==> src/rtl/riscv_pkg.sv <==
// Shared RV32I definitions used by the memory-access stage and its lane aligner.
// Holds opcode patterns, funct3 encodings, the access-size and LSU state enums,
// the latched memory-write payload, and small size/offset helpers.
package riscv_pkg;

    localparam int unsigned RV_XLEN = 32;

    // Major opcodes (instr[6:0])
    localparam logic [6:0] I_ALL_LOADS  = 7'b0000011;
    localparam logic [6:0] S_ALL_STORES = 7'b0100011;
    localparam logic [6:0] R_ALL        = 7'b0110011;

    // Load/store funct3 encodings (instr[14:12])
    localparam logic [2:0] F3_B  = 3'b000;
    localparam logic [2:0] F3_H  = 3'b001;
    localparam logic [2:0] F3_W  = 3'b010;
    localparam logic [2:0] F3_BU = 3'b100;
    localparam logic [2:0] F3_HU = 3'b101;

    typedef enum logic [1:0] {
        SZ_B = 2'd0,
        SZ_H = 2'd1,
        SZ_W = 2'd2
    } lsu_size_t;

    typedef enum logic [1:0] {
        IDLE = 2'd0,
        REQ  = 2'd1,
        WAIT = 2'd2
    } lsu_state_t;

    // Write-side payload presented on the data-memory port
    typedef struct packed {
        logic        we;
        logic [3:0]  be;
        logic [31:0] wdata;
    } lsu_wr_t;

    // Access size from funct3; bit 2 only selects signedness
    function automatic lsu_size_t f3_to_size(input logic [2:0] f3);
        case (f3[1:0])
            F3_B[1:0]: f3_to_size = SZ_B;
            F3_H[1:0]: f3_to_size = SZ_H;
            default:   f3_to_size = SZ_W;
        endcase
    endfunction

    // Byte offset after forcing natural alignment for the access size
    function automatic logic [1:0] align_offset(input lsu_size_t sz, input logic [1:0] a);
        case (sz)
            SZ_B:    align_offset = a;
            SZ_H:    align_offset = {a[1], 1'b0};
            default: align_offset = 2'b00;
        endcase
    endfunction

    // True when the raw offset is not naturally aligned for the access size
    function automatic logic is_misaligned(input lsu_size_t sz, input logic [1:0] a);
        case (sz)
            SZ_B:    is_misaligned = 1'b0;
            SZ_H:    is_misaligned = a[0];
            default: is_misaligned = (a != 2'b00);
        endcase
    endfunction

endpackage

==> src/rtl/lsu_lane_align.sv <==
// Combinational byte-lane steering for the memory-access stage.
//   size/offset     : access size and (already aligned) byte offset
//   is_unsigned     : zero-extend loads instead of sign-extending
//   store_data      : rs2 value to be placed on the write lanes
//   rdata           : raw read word from memory
//   be_c            : byte enables for the access
//   wdata_c         : store data replicated across lanes
//   load_data_c     : extracted and extended load result
module lsu_lane_align
    import riscv_pkg::*;
(
    input  lsu_size_t   size,
    input  logic [1:0]  offset,
    input  logic        is_unsigned,
    input  logic [31:0] store_data,
    input  logic [31:0] rdata,
    output logic [3:0]  be_c,
    output logic [31:0] wdata_c,
    output logic [31:0] load_data_c
);

    logic [7:0]  byte_sel;
    logic [15:0] half_sel;
    logic        sign_bit;

    // Lane select of the read word
    always_comb begin
        byte_sel = rdata[7:0];
        case (offset)
            2'd0:    byte_sel = rdata[7:0];
            2'd1:    byte_sel = rdata[15:8];
            2'd2:    byte_sel = rdata[23:16];
            default: byte_sel = rdata[31:24];
        endcase
        half_sel = offset[1] ? rdata[31:16] : rdata[15:0];
    end

    // Enables, write replication and load extension per size
    always_comb begin
        be_c        = 4'b0000;
        wdata_c     = 32'h0;
        load_data_c = 32'h0;
        sign_bit    = 1'b0;
        case (size)
            SZ_B: begin
                be_c        = 4'(4'b0001 << offset);
                wdata_c     = {4{store_data[7:0]}};
                sign_bit    = ~is_unsigned & byte_sel[7];
                load_data_c = {{24{sign_bit}}, byte_sel};
            end
            SZ_H: begin
                be_c        = 4'(4'b0011 << offset);
                wdata_c     = {2{store_data[15:0]}};
                sign_bit    = ~is_unsigned & half_sel[15];
                load_data_c = {{16{sign_bit}}, half_sel};
            end
            default: begin
                be_c        = 4'b1111;
                wdata_c     = store_data;
                load_data_c = rdata;
            end
        endcase
    end

endmodule

==> src/rtl/mem_access_lsu.sv <==
// Memory-access pipeline stage between execute and writeback (RV32I).
// Issues loads/stores over a req/gnt/rvalid port of variable latency, steers
// byte lanes, extends load data and stalls upstream while an access is open.
//   in_valid_i/in_ready_o       : execute-side handshake (ready only in IDLE)
//   instr_i/alu_result_i/store_data_i : instruction, address or ALU result, rs2
//   out_valid_o                 : one-cycle completion pulse
//   instr_o/alu_result_o/data_o : registered completed instruction and results
//   sel_rd_o                    : rd of instr_o for loads and R-type, else 0
//   fault_o                     : timeout (or misalignment trap) indication
//   mem_*                       : data-memory request/response port
// Build option: define MEM_MISALIGN_TRAP_EN to trap misaligned half/word
// accesses instead of silently aligning them down.
module mem_access_lsu
    import riscv_pkg::*;
#(
    parameter int unsigned ADDR_WIDTH     = 12,
    parameter int unsigned XLEN           = 32,
    parameter int unsigned RVALID_TIMEOUT = 255
) (
    input  logic                  clk,
    input  logic                  rst_n,
    input  logic                  in_valid_i,
    output logic                  in_ready_o,
    input  logic [XLEN-1:0]       instr_i,
    input  logic [XLEN-1:0]       alu_result_i,
    input  logic [XLEN-1:0]       store_data_i,
    output logic                  out_valid_o,
    output logic [XLEN-1:0]       instr_o,
    output logic [XLEN-1:0]       alu_result_o,
    output logic [XLEN-1:0]       data_o,
    output logic [4:0]            sel_rd_o,
    output logic                  fault_o,
    output logic                  mem_req_o,
    output logic                  mem_we_o,
    output logic [ADDR_WIDTH-1:0] mem_addr_o,
    output logic [3:0]            mem_be_o,
    output logic [XLEN-1:0]       mem_wdata_o,
    input  logic                  mem_gnt_i,
    input  logic                  mem_rvalid_i,
    input  logic [XLEN-1:0]       mem_rdata_i
);

    localparam int unsigned CNT_W  = (RVALID_TIMEOUT > 1) ? $clog2(RVALID_TIMEOUT) : 1;
    localparam bit          TO_EN  = (RVALID_TIMEOUT != 0);
    localparam logic [CNT_W-1:0] TO_LAST = CNT_W'(RVALID_TIMEOUT - 32'd1);

    if (XLEN != RV_XLEN) begin : g_bad_xlen
        $error("mem_access_lsu supports only XLEN = 32");
    end

    lsu_state_t      state_q, state_d;

    // Pending instruction context held while the memory access is open
    logic [31:0]     pend_instr_q, pend_instr_d;
    logic [31:0]     pend_alu_q,   pend_alu_d;
    lsu_size_t       size_q,       size_d;
    logic [1:0]      off_q,        off_d;
    logic            uns_q,        uns_d;
    logic            is_load_q,    is_load_d;
    logic [CNT_W-1:0] cnt_q,       cnt_d;

    // Next values of the registered outputs
    logic                  out_valid_d;
    logic [31:0]           instr_d, alu_d, data_d;
    logic                  fault_d;
    logic                  mem_req_d;
    logic [ADDR_WIDTH-1:0] mem_addr_d;
    lsu_wr_t               wr_q, wr_d;

    // Incoming instruction decode
    logic [6:0]  in_opc;
    logic        in_is_load, in_is_store, in_mem_op;
    lsu_size_t   in_size;
    logic [1:0]  in_off;
    logic        trap_c;
    logic        accept;

    // Lane aligner: issue side in IDLE, response side otherwise
    lsu_size_t   la_size;
    logic [1:0]  la_off;
    logic [3:0]  la_be;
    logic [31:0] la_wdata, la_load;

    assign in_opc      = instr_i[6:0];
    assign in_is_load  = (in_opc == I_ALL_LOADS);
    assign in_is_store = (in_opc == S_ALL_STORES);
    assign in_mem_op   = in_is_load | in_is_store;
    assign in_size     = f3_to_size(instr_i[14:12]);
    assign in_off      = align_offset(in_size, alu_result_i[1:0]);

`ifdef MEM_MISALIGN_TRAP_EN
    assign trap_c = in_mem_op & is_misaligned(in_size, alu_result_i[1:0]);
`else
    assign trap_c = 1'b0;
`endif

    assign in_ready_o = (state_q == IDLE);
    assign accept     = in_valid_i & in_ready_o;

    assign la_size = (state_q == IDLE) ? in_size : size_q;
    assign la_off  = (state_q == IDLE) ? in_off  : off_q;

    lsu_lane_align u_lane_align (
        .size        (la_size),
        .offset      (la_off),
        .is_unsigned (uns_q),
        .store_data  (store_data_i),
        .rdata       (mem_rdata_i),
        .be_c        (la_be),
        .wdata_c     (la_wdata),
        .load_data_c (la_load)
    );

    // rd is only architecturally written by loads and R-type here
    always_comb begin
        sel_rd_o = 5'd0;
        if ((instr_o[6:0] == I_ALL_LOADS) || (instr_o[6:0] == R_ALL)) begin
            sel_rd_o = instr_o[11:7];
        end
    end

    assign mem_we_o    = wr_q.we;
    assign mem_be_o    = wr_q.be;
    assign mem_wdata_o = wr_q.wdata;

    // Next-state and registered-output logic
    always_comb begin
        state_d      = state_q;
        pend_instr_d = pend_instr_q;
        pend_alu_d   = pend_alu_q;
        size_d       = size_q;
        off_d        = off_q;
        uns_d        = uns_q;
        is_load_d    = is_load_q;
        cnt_d        = cnt_q;
        out_valid_d  = 1'b0;
        fault_d      = 1'b0;
        instr_d      = instr_o;
        alu_d        = alu_result_o;
        data_d       = data_o;
        mem_req_d    = mem_req_o;
        mem_addr_d   = mem_addr_o;
        wr_d         = wr_q;

        case (state_q)
            IDLE: begin
                if (accept) begin
                    if (in_mem_op && !trap_c) begin
                        state_d      = REQ;
                        mem_req_d    = 1'b1;
                        mem_addr_d   = {alu_result_i[ADDR_WIDTH-1:2], 2'b00};
                        wr_d.we      = in_is_store;
                        wr_d.be      = la_be;
                        wr_d.wdata   = in_is_store ? la_wdata : 32'h0;
                        pend_instr_d = instr_i;
                        pend_alu_d   = alu_result_i;
                        size_d       = in_size;
                        off_d        = in_off;
                        uns_d        = instr_i[14];
                        is_load_d    = in_is_load;
                        cnt_d        = '0;
                    end else begin
                        // Non-memory op or trapped access completes next cycle
                        out_valid_d = 1'b1;
                        fault_d     = trap_c;
                        instr_d     = instr_i;
                        alu_d       = alu_result_i;
                        data_d      = 32'h0;
                    end
                end
            end

            REQ: begin
                if (mem_gnt_i) begin
                    mem_req_d = 1'b0;
                    wr_d.we   = 1'b0;
                    if (!is_load_q || mem_rvalid_i) begin
                        state_d     = IDLE;
                        out_valid_d = 1'b1;
                        instr_d     = pend_instr_q;
                        alu_d       = pend_alu_q;
                        data_d      = is_load_q ? la_load : 32'h0;
                    end else begin
                        state_d = WAIT;
                        cnt_d   = '0;
                    end
                end
            end

            WAIT: begin
                if (mem_rvalid_i) begin
                    state_d     = IDLE;
                    out_valid_d = 1'b1;
                    instr_d     = pend_instr_q;
                    alu_d       = pend_alu_q;
                    data_d      = la_load;
                end else if (TO_EN && (cnt_q == TO_LAST)) begin
                    state_d     = IDLE;
                    out_valid_d = 1'b1;
                    fault_d     = 1'b1;
                    instr_d     = pend_instr_q;
                    alu_d       = pend_alu_q;
                    data_d      = 32'h0;
                end else begin
                    cnt_d = cnt_q + CNT_W'(1);
                end
            end

            default: state_d = IDLE;
        endcase
    end

    // State and output registers
    always_ff @(posedge clk or negedge rst_n) begin
        if (!rst_n) begin
            state_q      <= IDLE;
            pend_instr_q <= 32'h0;
            pend_alu_q   <= 32'h0;
            size_q       <= SZ_B;
            off_q        <= 2'b00;
            uns_q        <= 1'b0;
            is_load_q    <= 1'b0;
            cnt_q        <= '0;
            out_valid_o  <= 1'b0;
            fault_o      <= 1'b0;
            instr_o      <= 32'h0;
            alu_result_o <= 32'h0;
            data_o       <= 32'h0;
            mem_req_o    <= 1'b0;
            mem_addr_o   <= '0;
            wr_q         <= '0;
        end else begin
            state_q      <= state_d;
            pend_instr_q <= pend_instr_d;
            pend_alu_q   <= pend_alu_d;
            size_q       <= size_d;
            off_q        <= off_d;
            uns_q        <= uns_d;
            is_load_q    <= is_load_d;
            cnt_q        <= cnt_d;
            out_valid_o  <= out_valid_d;
            fault_o      <= fault_d;
            instr_o      <= instr_d;
            alu_result_o <= alu_d;
            data_o       <= data_d;
            mem_req_o    <= mem_req_d;
            mem_addr_o   <= mem_addr_d;
            wr_q         <= wr_d;
        end
    end

endmodule
==> config.mk <==
export PLATFORM = sky130hd
export DESIGN_NAME = mem_access_lsu
export DESIGN_NICKNAME = d
export VERILOG_FILES = /design/src/rtl/riscv_pkg.sv /design/src/rtl/lsu_lane_align.sv /design/src/rtl/mem_access_lsu.sv
export SDC_FILE = /design/constraint.sdc
export NUM_CORES = 1
export LEC_CHECK = 0
export BUFFER_PORTS_ARGS = -buffer_cell sky130_fd_sc_hd__buf_2
export CAP_MARGIN = 0
export CORE_UTILIZATION = 47
export CTS_CLUSTER_SIZE = 8
export DETAILED_ROUTE_END_ITERATION = 7
export PLACE_DENSITY_LB_ADDON = 0.2
export SETUP_SLACK_MARGIN = 0.2
export SYNTH_ARGS = -nofsm -noshare
export SYNTH_HDL_FRONTEND = slang
export SYNTH_SLANG_ARGS = --single-unit
export TNS_END_PERCENT = 30
==> constraint.sdc <==
create_clock -name clk -period 2.2 [get_ports clk]
set_clock_uncertainty 0.2 [all_clocks]
set_input_delay 0.22 -clock clk [delete_from_list [all_inputs] [get_ports clk]]
set_output_delay 0.22 -clock clk [all_outputs]
set_load 0.01 [all_outputs]
# == Word-level counts from Yosys, hierarchy flattened ==
# Cells that the tools add are included.
# word_totals
latch_bits,0
mem_bits_rw,0
memories,0
output_inout_bits,154
elab_cells,125
romBits,0
regBits,226
in_bits,133
# op_classes
mul,0
add_sub_neg,1
n_shift,2
bitwise_logic,5
div,0
muxes,63
n_eq_ne,21
magnitude_cmp,0
n_reduce_logical,15
# op_table
cell,count
32-bit two-way mux,20
32-bit case mux with 3 select lines,3
32-bit case mux with 2 select lines,2
37-bit two-way mux,2
8-bit two-way mux,6
8-bit case mux with 3 select lines,2
16-bit two-way mux,1
2-bit two-way mux,8
"7-bit by 2-bit equality test with 1-bit output, second input constant",2
"7-bit by 6-bit equality test with 1-bit output, second input constant",2
"2-bit inequality test, second input constant",6
1-bit two-way mux,11
"2-bit by 1-bit equality test with 1-bit output, second input constant",5
2-bit logical NOT,5
"8-bit by 1-bit adder with 8-bit output, second input constant",1
"8-bit equality test, second input constant",1
2-bit case mux with 2 select lines,2
4-bit case mux with 2 select lines,1
4-bit AND reduction,2
7-bit AND reduction,1
2-bit case mux with 3 select lines,1
6-bit AND reduction,1
5-bit two-way mux,1
"2-bit equality test, second input constant",2
14 further kinds,19

# == Depth between registers and ports, before layout ==
# Gate-level depths: netlist (run 1).
# logic_depth
ltp_word,13
ltp_mapped,10
mapped_depth_nobuf,7

# == Cells and area by module ==
# A second synthesis (run 1) with hierarchy kept.
# hier_totals
hier_cells,965
area_unflattened_um2,10898.0
# by_module_without_submodules
mod,cells_per_inst,area_each_um2,instances
mem_access_lsu,765,9570.4,1
lsu_lane_align,200,1327.5,1

# == Worst setup path after synthesis (run 1) ==
# No wires, ideal clock.
# synth_path
path_kind,flip-flop to flip-flop
from,reg state_q[0]
to,reg data_o[0]
path_slack_ns,-0.251
synth_period_minus_slack_ns,2.451
setup_ns,0.083
t_required_ns,1.917
stages_incl_launch_ff,10
path_buffers,2
arrival_time_ns,2.168
path_cell_list,dfrtp_1 -> inv_1 -> ha_1 -> buf_2 -> buf_6 -> mux2_4 -> a211o_1 -> a31oi_1 -> nor2_1 -> o21ai_0
# synth_via
elab_chain_cells,9
elab_cells_between_ends,26
cone_classes,eq/ne: 10; mux: 10; bitwise: 1; reduce/logical: 5
# synth_rtl
element,line_no,rtl
"start, declared",mem_access_lsu.sv:51,"lsu_state_t state_q, state_d;"
"start signal, assigned",mem_access_lsu.sv:233,state_q <= state_d;
2-bit logical NOT *,mem_access_lsu.sv:97,assign in_ready_o = (state_q == IDLE);
net in_ready_o,mem_access_lsu.sv:23,"output logic in_ready_o,"
2-bit two-way mux,mem_access_lsu.sv:101,assign la_off = (state_q == IDLE) ? in_off : off_q;
"2-bit equality test, or another cell as far along",lsu_lane_align.sv:29,case (offset)
8-bit case mux with 3 select lines,lsu_lane_align.sv:29,
32-bit case mux with 2 select lines,lsu_lane_align.sv:44,case (size)
32-bit two-way mux,mem_access_lsu.sv:182,data_d = is_load_q ? la_load : 32'h0;
32-bit two-way mux,mem_access_lsu.sv:177,if (!is_load_q || mem_rvalid_i) begin
32-bit two-way mux,mem_access_lsu.sv:174,if (mem_gnt_i) begin
32-bit case mux with 3 select lines,mem_access_lsu.sv:145,case (state_q)
"end signal, assigned",mem_access_lsu.sv:245,data_o <= data_d;
"end, declared",mem_access_lsu.sv:30,"output logic [XLEN-1:0] data_o,"
# The timed path passes the listed nets; every way through them passes the cells marked *. The select of a mux whose other input is x is not followed.
# A chain may end at the register's enable or synchronous reset.

# == Worst setup path after layout (run 1) ==
# layout_path
from,reg state_q[0]
to,reg data_o[11]
# layout_via
elab_chain_cells,10
elab_cells_between_ends,27
cone_classes,eq/ne: 10; mux: 10; bitwise: 2; reduce/logical: 5
# layout_rtl
element,line_no,rtl
2-bit logical NOT,--,
2-bit two-way mux,mem_access_lsu.sv:101,
"2-bit equality test, or another cell as far along",lsu_lane_align.sv:29,
8-bit case mux with 3 select lines,lsu_lane_align.sv:29,
1-bit AND,lsu_lane_align.sv:48,sign_bit = ~is_unsigned & byte_sel[7];
32-bit case mux with 2 select lines,lsu_lane_align.sv:44,
32-bit two-way mux,mem_access_lsu.sv:182,
32-bit two-way mux,mem_access_lsu.sv:177,
32-bit two-way mux,mem_access_lsu.sv:174,
32-bit case mux with 3 select lines,mem_access_lsu.sv:145,
# Parallel ways exist; a longest one is shown, timed or not. The select of a mux whose other input is x is not followed.

==> results of run 1 <==
==> Yosys cell counts (3+ instances only) <==
| cell | n | area [um2] |
|---|---|---|
| buf_2 | 14 | 70.1 |
| clkbuf_1 | 49 | 184 |
| nand2b_1 | 6 | 37.5 |
| a211oi_1 | 8 | 60.1 |
| buf_4 | 12 | 90.1 |
| o221ai_1 | 16 | 140 |
| buf_1 | 4 | 15.0 |
| and3_1 | 3 | 18.8 |
| nor2_1 | 21 | 78.8 |
| nor3_1 | 4 | 20.0 |
| and2_1 | 11 | 68.8 |
| a31oi_1 | 3 | 18.8 |
| a21o_1 | 3 | 22.5 |
| nand3_1 | 14 | 70.1 |
| dfrtp_1 | 215 | 5380 |
| or4_1 | 3 | 22.5 |
| mux2i_1 | 81 | 811 |
| o21ai_0 | 120 | 601 |
| o31ai_1 | 5 | 37.5 |
| a21oi_1 | 32 | 160 |
| a22o_1 | 16 | 140 |
| nand2_1 | 330 | 1240 |
| nor2b_1 | 4 | 25.0 |
| a221o_1 | 16 | 160 |
| inv_1 | 11 | 41.3 |
| or3_1 | 4 | 25.0 |
| ha_1 | 7 | 87.6 |
==> routing by layer <==
metal,GRT usage (%),vias to the layer above,routed length (um)
met3,5.74,116,2530
met2,49.7,526,17100
li1,-,4573,-
met1,38.1,4815,13500
met4,12.2,0,1290
met5,0,-,0
==> what timing repair did <==
item	CTS	global route
gates cloned	13	3
gates resized for setup	171	108
setup buffers	22	2
hold endpoints to repair	405	1
pin swaps	59	28
hold buffers	144	1
endpoints found under the setup margin	209	209
==> logic make-up (layout without fill, tap and decap cells) <==
| kind of cell | count (synthesis) | in the layout | synth area share, % |
|---|---|---|---|
| other | 1 | 3 | 0.0374 |
| AO/OA/AOI/OAI | 238 | 239 | 15.4 |
| buffers and inverters | 93 | 566 | 4.27 |
| flip-flops | 215 | 215 | 53.6 |
| multiplexers | 84 | 84 | 8.46 |
| XOR/XNOR | 1 | 1 | 0.0873 |
| adder cells (fa/ha/maj) | 7 | 7 | 0.873 |
| AND/OR/NAND/NOR | 413 | 413 | 17.2 |
==> report_power, final <==
part | total (mW) | internal, mW | switching, mW
combinational | 7.72 | 3.72 | 3.99
sequential | 5.37 | 4.81 | 0.557
clock | 4.00 | 2.39 | 1.61
total | 17.1 | 10.9 | 6.16
==> worst max-delay path by stage <==
stage	depth (start not counted)	start	to	slack [ns]
3_5_place_dp	7	state_q[0]	data_o[7]	-0.15
4_1_cts	7	state_q[1]	cnt_q[5]	-0.14
5_1_grt	10	state_q[0]	data_o[31]	-0.28
2_1_floorplan	9	state_q[1]	data_o[7]	-0.03
6_report	9	state_q[0]	data_o[11]	-0.19
3_3_place_gp	7	state_q[0]	data_o[7]	-0.1
==> critical path: stages, from the launching register on <==
cell	delay [ns]
dfrtp_1	0.40
inv_2	0.11
ha_4	0.16
buf_8	0.13
and3b_2	0.28
buf_4	0.19
o21ai_0	0.13
a21oi_1	0.34
o221ai_1	0.20
o21ai_1	0.15
==> per-stage QoR <==
stage	utilization [%]	hold slack (ns)	std cells	setup TNS [ns]
finish	75.0	0.0127	1803	-7.31
global route	75.0	0.0776	1803	-18.56
CTS	72.8	-0.147	1796	-4.48
detailed placement	57.6	-0.0424	1585	-3.09
global placement	57.6	-0.0407	1585	-0.956
floorplan	-	-0.276	1053	-0.570
==> registers in the layout, indices dropped and copies added, names as in the netlist <==
name	count
cnt_q	8
mem_be_o	4
state_q	2
pend_instr_q	32
fault_o	1
out_valid_o	1
mem_we_o	1
pend_alu_q	32
is_load_q	1
mem_req_o	1
off_q	2
alu_result_o	32
instr_o	32
size_q	2
data_o	32
mem_wdata_o	32
==> cell type report <==
cell class	instances	area share [%]
inverters	11	0.279
multi-input cells	746	31.5
diodes	1	0.0159
clock inverters	1	0.191
well taps	275	2.19
flip-flops and latches	215	34.2
repair buffers	523	26.8
clock buffers	31	4.80
==> results.txt, run 1 <==
The run finished, with violations left. The checks that failed: negative setup slack. In this run, synthesis produced a sequential element count of 215. The routed layout has 10000 vias.

The CTS H-tree depth is 1, and the clock transition time at the flip-flop clock pins of the worst setup and hold paths is 0.06 ns. The sink of the worst hold path is out_valid_o. The post-route netlist has 37.3% of its cells at a drive strength greater than 1. The async set-reset flop share out of synthesis was 100%. Count of input and output buffers: 284. For this design, the sink count on the clock tree is 215. In this run the deepest clock path goes through 3 buffers. The tools report the distinct cell type count of the synthesized netlist as 62. Row generation in the floorplan step produced 53 rows. The number of instances on the worst hold path is 5, and the final standard cell area without fillers is 15700 um2. For the number of maximum-capacitance violations, the log shows 0. The worst min-delay path category is input port to register. The worst setup path is captured at a register. In this run, synthesis inferred 0 flip-flops with an integrated enable.

The maximum fanout count along the critical path was 8; the total area of multi-input combinational cells was 4950 um2. After synthesis the cells add up to 10000 um2. During synthesis, Yosys emitted a total of 0 warnings. The count of final hold-check violations was 0; the static leakage was 8.00 nW. The run gives 17.1 mW as the overall power.

Nature of the critical path startpoint: a register. In this run the most critical hold path is launched from mem_gnt_i. The floorplan step set the die width to 148 um. The synthesized area per cell is 9.53 um2, and the remaining global-route overflow is 0. The maximum ir drop on the vdd rail is 862 uV, and the area growth from synthesis to layout is 56.6%.

The routed design could run at a clock period as short as 2.39 ns. The first global-routing pass estimated 52.0 mm of wire. In this run the power density over the cells is 1090 nW/um2.

Setup repair after global routing could not meet its margin everywhere. The tools report the root buffer cell as clkbuf_16. The maximum number of pins on one net before global-route repair is 80, and the final wirelength is 34.5 mm. Flip-flop cell with the highest count after synthesis: dfrtp_1. TritonCTS built the clock tree. The count of nets left with antenna violations once routing finished came out at 0. Derived from the worst setup path, the maximum achievable clock frequency is 0.419 GHz. Once the floorplan was initialized, standard cells occupied 47.9% of the core. The critical path in this run is classified as register to register. Setup slack on the worst reg-to-reg path comes out at -0.19 ns. Synthesis produced a netlist whose cell count is 1052. The logs give 84 for the number of setup violations in the final report and 1 for the initial antenna violation count. At the pin with the least slew margin, the transition time is 0.549 ns. The logs give -0.150 ns for the pre-CTS setup slack and 0 for the DRC violation count after routing.

287 I/O pins were placed. The number of cells on the worst reg-to-reg path is 9. The die covers 21900 um2. The pre-antenna-repair detailed-routing pass consisted of 8 iterations. The run gives 5380 um2 as the total area of sequential cells. The tools report the detailed placement HPWL as 18.9 mm. Fraction of the cycle the final worst path needs: 108%. At the later pin of the worst-skew pair, clock insertion delay measures 0.55 ns. For the final max-slew violation count, the log shows 0. The run gives 2.65 ns as the worst endpoint data arrival time. For the core area, the log shows 21000 um2. The proportion of synthesized chip area in sequential cells was 53.6%.

The library cells used most frequently in the layout, excluding fill and tap cells, are buf_2, nand2_1, dfrtp_1. The run gives 0.918 as the final weighted congestion of routability-driven global placement. The start of the worst register-to-register path was state_q[0]. STA puts the critical path data required time at 2.47 ns. Leaving out fill and tap cells, the most frequent cell in the layout is buf_2. The floorplan step set the die height to 148 um. At the end of the flow, the number of nets in the layout was 1667. The capture point of the worst reg-to-reg path is data_o[11]. In this run, CTS created clock tree buffers numbering 30.

In this run the cell area measured after placement is 12100 um2. Using the TritonRoute via totals, the vias-per-cell ratio works out to 5.56. The number of inserted filler cells in the final layout was 1435; the number of design-rule violations left by the first detailed-router iteration was 639. The post-route worst setup slack was -0.185 ns. The final routed wire length divided by cell count was 19.1 um; the global-route total usage across every layer was 29.8%. The headroom to the max-slew limit was 63.4%. Via count of the first global-routing pass: 9975.
Note: power is estimated with default switching activity, not from simulation.
==> run 2: changes to the inputs <==
- CORE_MARGIN: default -> 3
==> run 2 against run 1 <==
The run ends with negative hold slack, negative setup slack left. First-iteration DRC count up 1.4%. Wire length is 2.8% higher. Hold slack got worse by 0.021 ns. Cell count fell by 0.11%. Die area increased by 5.5%. Sequential share of layout area increased by 0.34 points. Sequential cell count unchanged. Clock power hardly changed. Setup slack better by 0.046 ns. Count of clock-buffer cells in the layout is the same. Critical path type unchanged.
==> results.txt, run 2 (same netlist as run 1, synthesis figures left out) <==
Net switching is 36.2% of the power. After the first detailed-routing iteration, the DRC count stood at 648. For the pin with the worst max-slew slack, the measured transition is 0.510 ns. The static leakage is 7.94 nW, and the maximum fanout count along the critical path is 16. The count of final hold-check violations is 3.

The maximum ir drop on the vdd rail is 770 uV. Leaving out fill and tap cells, the most frequent cell in the layout is buf_2. From synthesis to final layout, the design area changed by 55.1%. TritonCTS built the clock tree. The run gives 0 as the DRC violation count after routing. Nature of the critical path startpoint: a register. The first global-routing pass estimated 52.2 mm of wire. Max-cap violations in this run came to 0. The checks that failed: negative hold slack, negative setup slack.

The worst hold path belongs to the class input port to async pin. The filler-free cell count of the finished design came out at 1801. Pin placement for this block handled 287 I/O pins. The final-stage net count was 1669; the core area was 20600 um2.

For the smallest hold slack, the log shows -0.00776 ns. The run finished, with violations left. For this run, the detailed router's first-pass iteration total came to 6. On the worst path, the slowest cell contributes a delay of 0.39 ns. Combinational logic is responsible for 42.9% of the overall power. Measured on the finished design, the core utilization comes to 75.4%. The number of standard-cell rows in the floorplan was 52. Clock tree synthesis selected as its root buffer the cell clkbuf_16. After routing the design area is 15600 um2. The peak clock frequency supported by timing is 0.427 GHz, and the number of buffers inserted during clock tree synthesis is 30. Once detail routing completed, the nets flagged for antenna violations numbered 0. Cells with a size suffix above 1 make up 38.0% of the layout. Traced cell by cell, the critical path runs through inv_2 > ha_4 > buf_4 > nor3b_4 > buf_4 > o2bb2ai_2 > a21o_1 > a311oi_4 > buf_12 > a221o_1. Setup repair after global routing could not meet its margin everywhere. The final routed wire length divided by cell count was 19.7 um. For this run, the total global-route usage over all layers was measured as 26.9%. Dividing the final minimum period by the clock period gives 106%. The logs give 16.4 mW for the overall power and 0.944 for the final weighted congestion of routability-driven global placement.

The clock passes through at most 3 buffers. Using the TritonRoute via totals, the vias-per-cell ratio works out to 5.57. For the final max-slew violation count, the log shows 0. For the worst setup path, the data arrival time is 2.60 ns. Number of setup violations in the final report: 34. Worst-path cell with the longest stage delay: dfrtp_1.

The cell that appears most often on the critical path is buf_4. STA classifies the critical path endpoint as a register. The detailed placement HPWL was 20.0 mm. The clock network is responsible for 24.3% of the overall power. The CTS H-tree depth came out at 1. The die covers 23100 um2. The count of input and output buffers is 284. In this run the vertical extent of the chip is 152 um.

For the post-route worst setup slack, the log shows -0.139 ns. The top cell types in the final layout, fill and taps aside, are buf_2, nand2_1, dfrtp_1. The sequential cell fraction of total power was 32.8%; the clock transition time at the flip-flop clock pins of the worst setup and hold paths was 0.05 ns. The via count of the first global-routing pass was 9970; the TritonCTS sink count was 215. The clock period minus final worst setup slack was 2.34 ns. For this design the ratio of total power to cell area is 1050 nW/um2. In this run, placement finished with an instance count of 1593.

The effective utilization at floorplan came out at 48.6%. The critical setup path kind was register to register. For the design internal power, the log shows 10.5 mW. The data required time of the worst path was 2.47 ns; the initial antenna violation count was 2. The maximum number of pins on one net before global-route repair was 93; the clock latency reported for the late side of the worst-skew pair was 0.54 ns. For this design the total switching power over the nets is 5.93 mW. The cell count of the worst reg-to-reg path was 10; the overall die width was 152 um. The detailed router placed 10000 vias in this run.

For the remaining global-route overflow, the log shows 0. The logs give 66.0% for the headroom to the max-slew limit and 35.4 mm for the final wirelength. The placed instances occupy a cell area of 12200 um2.
## run 2: cell count changes in the layout (fill, tap and decap cells not counted), moves of 6 or more
cell / delta
buf_4: +14
nand3_2: +6
buf_16: -14
nand3_1: -6
o21ai_0: -6
o21ai_2: -13
nand2_4: +9
nand2_1: -8
dlygate4sd3_1: -6
o21ai_1: +22
## run 2: timing repair
item | in CTS | in global routing
resized for setup | 144 | 138
hold buffers | 139 | 0
endpoints found under the hold margin | 408 | 0
setup endpoints to repair | 136 | 216
gates cloned | 0 | 14
setup buffers | 14 | 7
pin swaps | 65 | 39
## run 2: layout make-up
type                       instances  area [um2]
tap                              270         338
fill                            1391        5070
antenna                            2        5.00
timing repair buffer             526        4070
multi-input combinational        745        4940
sequential                       215        5380
inverter                          11        41.3
clock inverter                     1        16.3
clock buffer                      31         754
## run 2: metrics by stage
step	worst slack [ns]	TNS, ns
4_1_cts	-0.0447	-0.173
5_1_grt	-0.231	-6.88
6_report	-0.139	-2.93
3_3_place_gp	-0.227	-4.17
2_1_floorplan	-0.0304	-0.570
3_5_place_dp	-0.350	-7.07
## run 2: power by group through the flow
stage	registers, mW	clock network, mW	logic [mW]
final	5.38	3.99	7.04
after global routing	5.47	4.20	7.54
after CTS	5.33	4.04	6.04
after detailed placement	5.36	0	5.30
after global placement	5.32	0	5.19
after floorplan	5.59	0	3.04
## run 2: worst paths after layout
| path | startpoint | slack, ns | endpoint |
|---|---|---|---|
| setup / recovery | state_q[1] | -0.14 | data_o[18] |
| hold / removal | rst_n | -0.008 | alu_result_o[29] |
| setup reg to reg | state_q[1] | -0.14 | data_o[18] |
| hold reg to reg | mem_be_o[1] | 0.26 | mem_be_o[1] |
| max in group asynchronous | rst_n | 1.11 | pend_instr_q[8] |
| min in group clk | instr_i[5] | 0.04 | instr_o[5] |
## run 2: layer usage
layer  GRT usage (%)  part of all wire, %
met1            34.3                   39
met2            45.6                   49
met3            5.83                  8.4
met4            9.38                  3.9
met5               0                    0
## run 2: critical path: cells and delay by family (launching register included)
family / cells / cell delay [ns]
AO/OA/AOI/OAI: 4 / 0.66
adder cells (fa/ha/maj): 1 / 0.20
buffers and inverters: 4 / 0.61
flip-flops: 1 / 0.39
AND/OR/NAND/NOR: 1 / 0.20
